### config.mk
export PLATFORM = sky130hd
export DESIGN_NAME = silife_gen_sched
export DESIGN_NICKNAME = d
export VERILOG_FILES = /design/src/rtl/silife_pkg.sv /design/src/rtl/silife_gen_sched.sv
export SDC_FILE = /design/constraint.sdc
export NUM_CORES = 1
export LEC_CHECK = 0
export ABC_AREA = 0
export ABC_CLOCK_PERIOD_IN_PS = 3100
export CAP_MARGIN = 20
export CELL_PAD_IN_SITES_DETAIL_PLACEMENT = 1
export CELL_PAD_IN_SITES_GLOBAL_PLACEMENT = 1
export CORE_ASPECT_RATIO = 0.8
export CORE_MARGIN = 4
export CORE_UTILIZATION = 35
export DETAILED_ROUTE_END_ITERATION = 10
export DONT_BUFFER_PORTS = 1
export PLACE_DENSITY = 0.74
export SETUP_SLACK_MARGIN = 0.05
export SLEW_MARGIN = 30
export SYNTH_ARGS = -nofsm -noshare
export SYNTH_HDL_FRONTEND = slang
export SYNTH_SLANG_ARGS = --single-unit
### constraint.sdc
create_clock -name clk -period 3.1 [get_ports clk]
set_input_delay 0.465 -clock clk [delete_from_list [all_inputs] [get_ports clk]]
set_output_delay 0.465 -clock clk [all_outputs]
set_load 0.02 [all_outputs]
### src/rtl/silife_pkg.sv
// Shared definitions for the Life generation scheduler: default widths and
// the FSM state encoding that is also exported on the state port.
package silife_pkg;

    localparam int SILIFE_PERIOD_W = 16;
    localparam int SILIFE_GEN_W    = 32;

    typedef enum logic [1:0] {
        ST_IDLE = 2'd0,
        ST_WAIT = 2'd1,
        ST_HOLD = 2'd2,
        ST_STEP = 2'd3
    } gen_state_t;

endpackage

### src/rtl/silife_gen_sched.sv
// Generation scheduler: issues one-cycle step_en pulses to the cell matrix,
// either free-running every `period` cycles or as single steps, deferring while the bus is busy.
module silife_gen_sched
    import silife_pkg::*;
#(
    parameter int PERIOD_W = SILIFE_PERIOD_W,
    parameter int GEN_W    = SILIFE_GEN_W
) (
    input  logic                clk,
    input  logic                reset,
    input  logic                cmd_run,
    input  logic                cmd_step,
    input  logic                cmd_clear,
    input  logic [PERIOD_W-1:0] period,
    input  logic [GEN_W-1:0]    gen_limit,
    input  logic                matrix_busy,
    output logic                step_en,
    output logic [GEN_W-1:0]    gen_count,
    output logic                running,
    output logic                done_irq,
    output logic [1:0]          state
);

    gen_state_t          state_reg, state_next;
    logic [PERIOD_W-1:0] timer_reg, timer_next;
    logic [GEN_W-1:0]    gen_count_reg, gen_count_next;
    logic                run_q_reg;
    logic                single_reg, single_next;
    logic                done_reg, done_next;

    logic                run_rise;
    logic                start_req;
    logic                limit_reached;
    logic                last_step;
    logic [PERIOD_W-1:0] period_eff;
    logic [GEN_W-1:0]    gen_inc;

    assign run_rise      = cmd_run & ~run_q_reg;
    assign start_req     = run_rise | cmd_step;
    assign period_eff    = (period == '0) ? PERIOD_W'(1) : period;
    assign gen_inc       = gen_count_reg + GEN_W'(1);
    assign limit_reached = (gen_limit != '0) && (gen_count_reg >= gen_limit);
    assign last_step     = (gen_limit != '0) && (gen_inc == gen_limit);

    always_comb begin
        state_next     = state_reg;
        timer_next     = timer_reg;
        single_next    = single_reg;
        done_next      = 1'b0;
        gen_count_next = gen_count_reg;

        case (state_reg)
            ST_IDLE: begin
                if (start_req) begin
                    if (limit_reached) begin
                        done_next = 1'b1;
                    end else begin
                        // A run edge wins over a coincident step request.
                        single_next = ~run_rise;
                        state_next  = matrix_busy ? ST_HOLD : ST_STEP;
                    end
                end
            end
            ST_STEP: begin
                gen_count_next = gen_inc;
                if (single_reg || !cmd_run || last_step) begin
                    state_next = ST_IDLE;
                    done_next  = last_step;
                end else if (period_eff == PERIOD_W'(1)) begin
                    state_next = matrix_busy ? ST_HOLD : ST_STEP;
                end else begin
                    // STEP itself and the final timer==0 cycle account for two of P.
                    state_next = ST_WAIT;
                    timer_next = period_eff - PERIOD_W'(2);
                end
            end
            ST_WAIT: begin
                if (!cmd_run) begin
                    state_next = ST_IDLE;
                end else if (timer_reg == '0) begin
                    state_next = matrix_busy ? ST_HOLD : ST_STEP;
                end else begin
                    timer_next = timer_reg - PERIOD_W'(1);
                end
            end
            ST_HOLD: begin
                // A pending single step survives cmd_run being low.
                if (!single_reg && !cmd_run) begin
                    state_next = ST_IDLE;
                end else if (!matrix_busy) begin
                    state_next = ST_STEP;
                end
            end
            default: begin
                state_next = ST_IDLE;
            end
        endcase

        if (cmd_clear) begin
            gen_count_next = '0;
        end
    end

    always_ff @(posedge clk or posedge reset) begin
        if (reset) begin
            state_reg     <= ST_IDLE;
            timer_reg     <= '0;
            gen_count_reg <= '0;
            run_q_reg     <= 1'b0;
            single_reg    <= 1'b0;
            done_reg      <= 1'b0;
        end else begin
            state_reg     <= state_next;
            timer_reg     <= timer_next;
            gen_count_reg <= gen_count_next;
            run_q_reg     <= cmd_run;
            single_reg    <= single_next;
            done_reg      <= done_next;
        end
    end

    assign step_en   = (state_reg == ST_STEP);
    assign running   = (state_reg != ST_IDLE);
    assign state     = state_reg;
    assign done_irq  = done_reg;
    assign gen_count = gen_count_reg;

endmodule

# Word level (Yosys, flattened, before mapping)
# Index checks and enable logic that the tools add are counted.
# Widths: inputs -> output; s select.
# word_totals
reg_bits	53
input_bits	54
out_inout_bits	37
wordCells	67
# op_classes
add_sub_neg	3
magnitude_cmp	1
n_eq_ne	13
mux	22
bitwise_logic	5
reduce_logical	17
# op_table
operator	n
$mux 16	5
$mux 32	2
$add 32x1->32 const B	1
$eq 32x32->1	1
$ge 32x32->1	1
$logic_not 16->1	2
$pmux 16 s2	1
$reduce_bool 32->1	1
$eq 16x1->1 const B	1
$mux 2	8
$sub 16x1->16 const B	1
$sub 16x2->16 const B	1
$ne 2x2->1 const B	6
$pmux 2 s4	1
$ne 3x3->1 const B	2
$reduce_bool 2->1	3
$reduce_and 5->1	1
$eq 2x2->1 const B	2
$mux 1	4
$reduce_and 4->1	1
$logic_and 1x1->1	3
$not 1->1	3
$reduce_and 3->1	1
$eq 2x1->1 const B	1
6 further kinds	8

# Longest topological paths before layout
# Gate-level depths: netlist (run 1).
# depth
ltp_word	6
depth_mapped	13
mapped_depth_nobuf	11

# Least setup slack after synthesis (run 1)
# OpenSTA, ideal clock, no wires.
# synth_path
kind	reg2reg
startpoint	register gen_count_reg[2], in the netlist gen_count[2]
endpoint	register timer_reg[15]
setup_time_ns	0.121
arrival_time_ns	2.953
required_time_ns	2.979
path_slack_ns	0.026
stages_incl_launch_ff	12
n_path_buf	2
period_less_slack_ns	3.074
path_cell_list	dfrtp_1 buf_2 nand3_4 or4_4 or3_1 a222oi_1 nand4_1 nor4_2 a21bo_2 buf_2 a21oi_1 o22a_1
# synth_between
elab_chain_len	6
# synth_lines
element	line	text
from (decl)	silife_gen_sched.sv:26	logic [GEN_W-1:0] gen_count_reg, gen_count_next;
from (signal assigned)	silife_gen_sched.sv:115	gen_count_reg <= gen_count_next;
$add 32x1->32	silife_gen_sched.sv:41	assign gen_inc = gen_count_reg + GEN_W'(1);
$eq 32x32->1	silife_gen_sched.sv:43	assign last_step = (gen_limit != '0) && (gen_inc == gen_limit);
$logic_and 1x1->1	silife_gen_sched.sv:43	
$logic_or 1x1->1	silife_gen_sched.sv:66	if (single_reg || !cmd_run || last_step) begin
$ne 2x2->1 (no line)	--	
$reduce_and 5->1 (no line)	--	
to (signal assigned)	silife_gen_sched.sv:114	timer_reg <= timer_next;
to (decl)	silife_gen_sched.sv:25	logic [PERIOD_W-1:0] timer_reg, timer_next;
# No other way between the ends.
# A chain may end at the register's enable or synchronous reset.

# Worst setup path after layout (run 1)
# layout_path
startpoint	register gen_count_reg[1], in the netlist gen_count[1]
endpoint	register timer_reg[2]
# Same word-level chain as after synthesis.

==> results.py, run 1 <==
metrics = {
    "outcome": {
        "outcome": "complete, but fails checks",
        "violations": "negative setup slack",
    },
    "routing": {
        "vias_per_cell": 6.01,
        "drt_iter0_markers": 440,
        "wire_per_inst_um": 21.9,
        "dr.pass1.iters": 7,
        "drcViolationCount": 0,
        "ant_nets": 0,
        "drt-total-wl_mm": 20.1,
        "vias": 5499,
    },
    "clock_network": {
        "cts_max_path_buffers": 2,
        "htree_levels": 2,
        "clockRootBuffer": "clkbuf_16",
        "cts_tree": "yes",
        "cts_num_sinks": 53,
        "numCtsBuffers": 5,
        "clk_latency_ns": 0.31,
        "clk_pin_slew_ns": 0.08,
        "ctsHoldBuffers": 0,
    },
    "sta": {
        "fin_crit_ns": 3.13,
        "maxSlewViolCount": 0,
        "worst_pin_slew_ns": 0.742,
        "max_slew_margin": 0.500,
        "whs_ns": 0.175,
        "rsz0062_at_grt": "yes",
        "period_share": 1.01,
        "setup_viol": 10,
        "hold_viol": 0,
        "fin_skew_ns": 0.0104,
        "fmax_mhz": 319,
        "worst_slack_ns": -0.0332,
    },
    "synthesis": {
        "syn_avg_cell_area_um2": 8.05,
        "ys_types": 70,
        "synth_compound_gate_area_share": 0.159,
        "synthArstFlopShare": 1.00,
        "yosys_warnings": 0,
        "synth-xor-area-share": 0.138,
        "synth_simple_gate_area_frac": 0.285,
        "synth-edff-count": 0,
        "synth.yosys.seq_area_share": 0.253,
        "synthCells": 652,
        "synth_top_family_by_area": "simple AND/OR/NAND/NOR gates",
        "ys_seq_elements": 53,
        "syn_area_um2": 5250,
        "synthFlopType": "dfrtp_1",
        "muxShareOfSynthArea": 0.00405,
        "synth_adder_area_share": 0.0929,
        "syn-num-nets": 745,
    },
    "global_route": {
        "use_met1": 0.297,
        "grt_use_met3": 0.0624,
        "overflow": 0,
        "grt_first_pass_wirelength_mm": 31.1,
        "antenna_found_initial": 1,
        "globalRouteMet2Util": 0.361,
        "busiest_layer": "met2",
        "first_global_vias": 5634,
        "grt_usage": 0.223,
        "grt_start_max_net_pins": 54,
    },
    "die": {
        "die_area_um2": 17000,
        "rows": 39,
        "die_y_um": 118,
        "core_um2": 14500,
        "die_x_um": 145,
        "io_pins": 91,
        "start_util": 0.362,
    },
    "placement": {
        "io_buffer_count": 0,
        "dp_hpwl_mm": 15.3,
        "place_congestion": 0.922,
    },
    "finish": {
        "finalNetCount": 823,
        "layout_commonest_cell": "buf_4",
        "largest_register_ffs": 32,
        "post-route-util": 0.449,
        "drive_above_1_share": 0.226,
        "area_growth_pct": 24.0,
        "antenna_cells": 0,
        "layout_common_cells": "91 x buf_4, 61 x nor2_1, 59 x inv_1",
    },
    "power": {
        "p_leak_nw": 2.83,
        "power.density_nw_per_um2": 528,
        "vdd_drop_max_mv": 0.323,
    },
    "critical_path": {
        "end_kind": "flop",
        "crit_arrival_ns": 3.36,
        "crit_buf_inv": 1,
        "critical_path_class": "flop to flop",
        "path_common_cell": "nand4_1",
        "crit_family": "simple AND/OR/NAND/NOR gates",
        "startpoint_type": "flop",
        "path_cells": "ha_2, and2_4, nand4_1, or4_4, a222oi_1, nand4_1, nor4_2, a21bo_4, buf_12, nor2_4, a221oi_2",
        "slowest_stage": "or4_4",
        "required_ns": 3.32,
        "path_max_fanout": 9,
        "max_stage_delay_ns": 0.59,
    },
    "flow_run": {
        "cap_violations": 0,
    },
    "hold_path": {
        "worstHoldPathType": "input port to flop",
    },
}
final timing paths:
| kind | to | start | depth (start not counted) | slack (ns) |
|---|---|---|---|---|
| hold / removal | run_q_reg | cmd_run | 0 | 0.18 |
| setup reg to reg | timer_reg[2] | gen_count[1] | 11 | -0.03 |
| min in group asynchronous | timer_reg[15] | reset | 2 | 0.23 |
| hold reg to reg | timer_reg[15] | timer_reg[15] | 1 | 0.57 |
| max in group asynchronous | gen_count[6] | reset | 2 | 2.35 |
| setup / recovery | timer_reg[2] | gen_count[1] | 11 | -0.03 |
synthesized netlist by cell type (2+ instances only):
cell | count | area [um^2]
a2111oi_0 | 2 | 17.5
a211oi_1 | 6 | 45.0
a21boi_0 | 2 | 15.0
a21o_1 | 14 | 105
a21oi_1 | 16 | 80.1
a221oi_1 | 8 | 70.1
a221oi_2 | 6 | 90.1
a311oi_1 | 2 | 17.5
a31oi_1 | 3 | 18.8
a41oi_1 | 2 | 17.5
and2_1 | 2 | 12.5
and3_1 | 10 | 62.6
and4_1 | 6 | 52.6
buf_2 | 14 | 70.1
clkbuf_1 | 10 | 37.5
dfrtp_1 | 53 | 1330
ha_1 | 39 | 488
inv_1 | 60 | 225
nand2_1 | 43 | 161
nand2b_1 | 5 | 31.3
nand3_1 | 21 | 105
nand3_2 | 2 | 20.0
nand3b_1 | 3 | 22.5
nand4_1 | 31 | 194
nand4_2 | 2 | 25.0
nand4b_1 | 2 | 17.5
nor2_1 | 61 | 229
nor2b_1 | 3 | 18.8
nor3_1 | 31 | 155
nor3b_1 | 2 | 15.0
nor4_1 | 22 | 138
nor4_2 | 2 | 25.0
o2111ai_1 | 2 | 17.5
o21ai_0 | 21 | 105
o21ai_1 | 3 | 15.0
o22a_1 | 2 | 17.5
o311ai_0 | 2 | 17.5
o31ai_1 | 3 | 22.5
o32ai_1 | 7 | 61.3
o41ai_1 | 2 | 17.5
or2_2 | 4 | 25.0
or3_1 | 9 | 56.3
or4_1 | 4 | 30.0
xnor2_1 | 47 | 412
xor2_1 | 36 | 315
routing by layer:
| metal | wire length (um) | vias up |
|---|---|---|
| met3 | 1540 | 29 |
| met2 | 9310 | 209 |
| li1 | - | 2525 |
| met4 | 387 | 2 |
| met5 | 8 | - |
| met1 | 8840 | 2734 |
report_power, final:
group	switching [mW]	internal, mW
combinational	0.945	0.785
clock	0.296	0.388
sequential	0.186	0.834
stage by stage:
stage | setup slack [ns] | total power [mW] | cell area, um^2 | cells | TNS (ns)
2_1_floorplan | 0.0605 | 1.93 | 5260 | 652 | 0
3_3_place_gp | 0.0565 | 2.27 | 5950 | 886 | 0
3_5_place_dp | -0.127 | 2.37 | 5950 | 886 | -0.919
4_1_cts | 0.0331 | 3.09 | 6220 | 901 | 0
5_1_grt | -0.166 | 3.63 | 6510 | 915 | -2.23
6_report | -0.0332 | 3.43 | 6510 | 915 | -0.157
final cells by class:
class,count,area (um^2)
timing repair buffer,97,767
clock buffer,5,125
clock inverter,3,47.5
multi-input combinational,513,3790
fill,1735,7980
inverter,60,225
tap,184,230
sequential,53,1330
cell families (layout without fill, tap and decap cells):
group,count (synthesis),after routing
AOI/OAI and AO/OA,113,113
xor gates and xnor gates,83,83
adders and majority gates,39,39
buffers and inverters,87,165
DFF,53,53
muxes,2,2
and+or+nand+nor,275,276
repair_timing:
action / in CTS / in global routing
gates cloned: 0 / 1
pin swaps: 2 / 18
endpoints found under the setup margin: 17 / 21
resized for setup: 11 / 40
buffers inserted: 7 / 13
Note: power is estimated with default switching activity, not from simulation.
==> run 2, diff against run 1 <==
--- a/config.mk
+++ b/config.mk
@@ -15,6 +15,7 @@
 export CORE_UTILIZATION = 35
 export DETAILED_ROUTE_END_ITERATION = 10
 export DONT_BUFFER_PORTS = 1
+export HOLD_SLACK_MARGIN = 0.08
 export PLACE_DENSITY = 0.74
 export SETUP_SLACK_MARGIN = 0.05
 export SLEW_MARGIN = 30
==> results of run 2 <==
Same layout as run 1: the final DEF is identical, and so are final timing and power.
==> run 3, diff against run 2 <==
--- a/config.mk
+++ b/config.mk
@@ -18,7 +18,7 @@
 export HOLD_SLACK_MARGIN = 0.08
 export PLACE_DENSITY = 0.74
 export SETUP_SLACK_MARGIN = 0.05
-export SLEW_MARGIN = 30
+export SKIP_LAST_GASP = 1
 export SYNTH_ARGS = -nofsm -noshare
 export SYNTH_HDL_FRONTEND = slang
 export SYNTH_SLANG_ARGS = --single-unit
==> results of run 3 <==
Same layout as run 1: the final DEF is identical, and so are final timing and power.
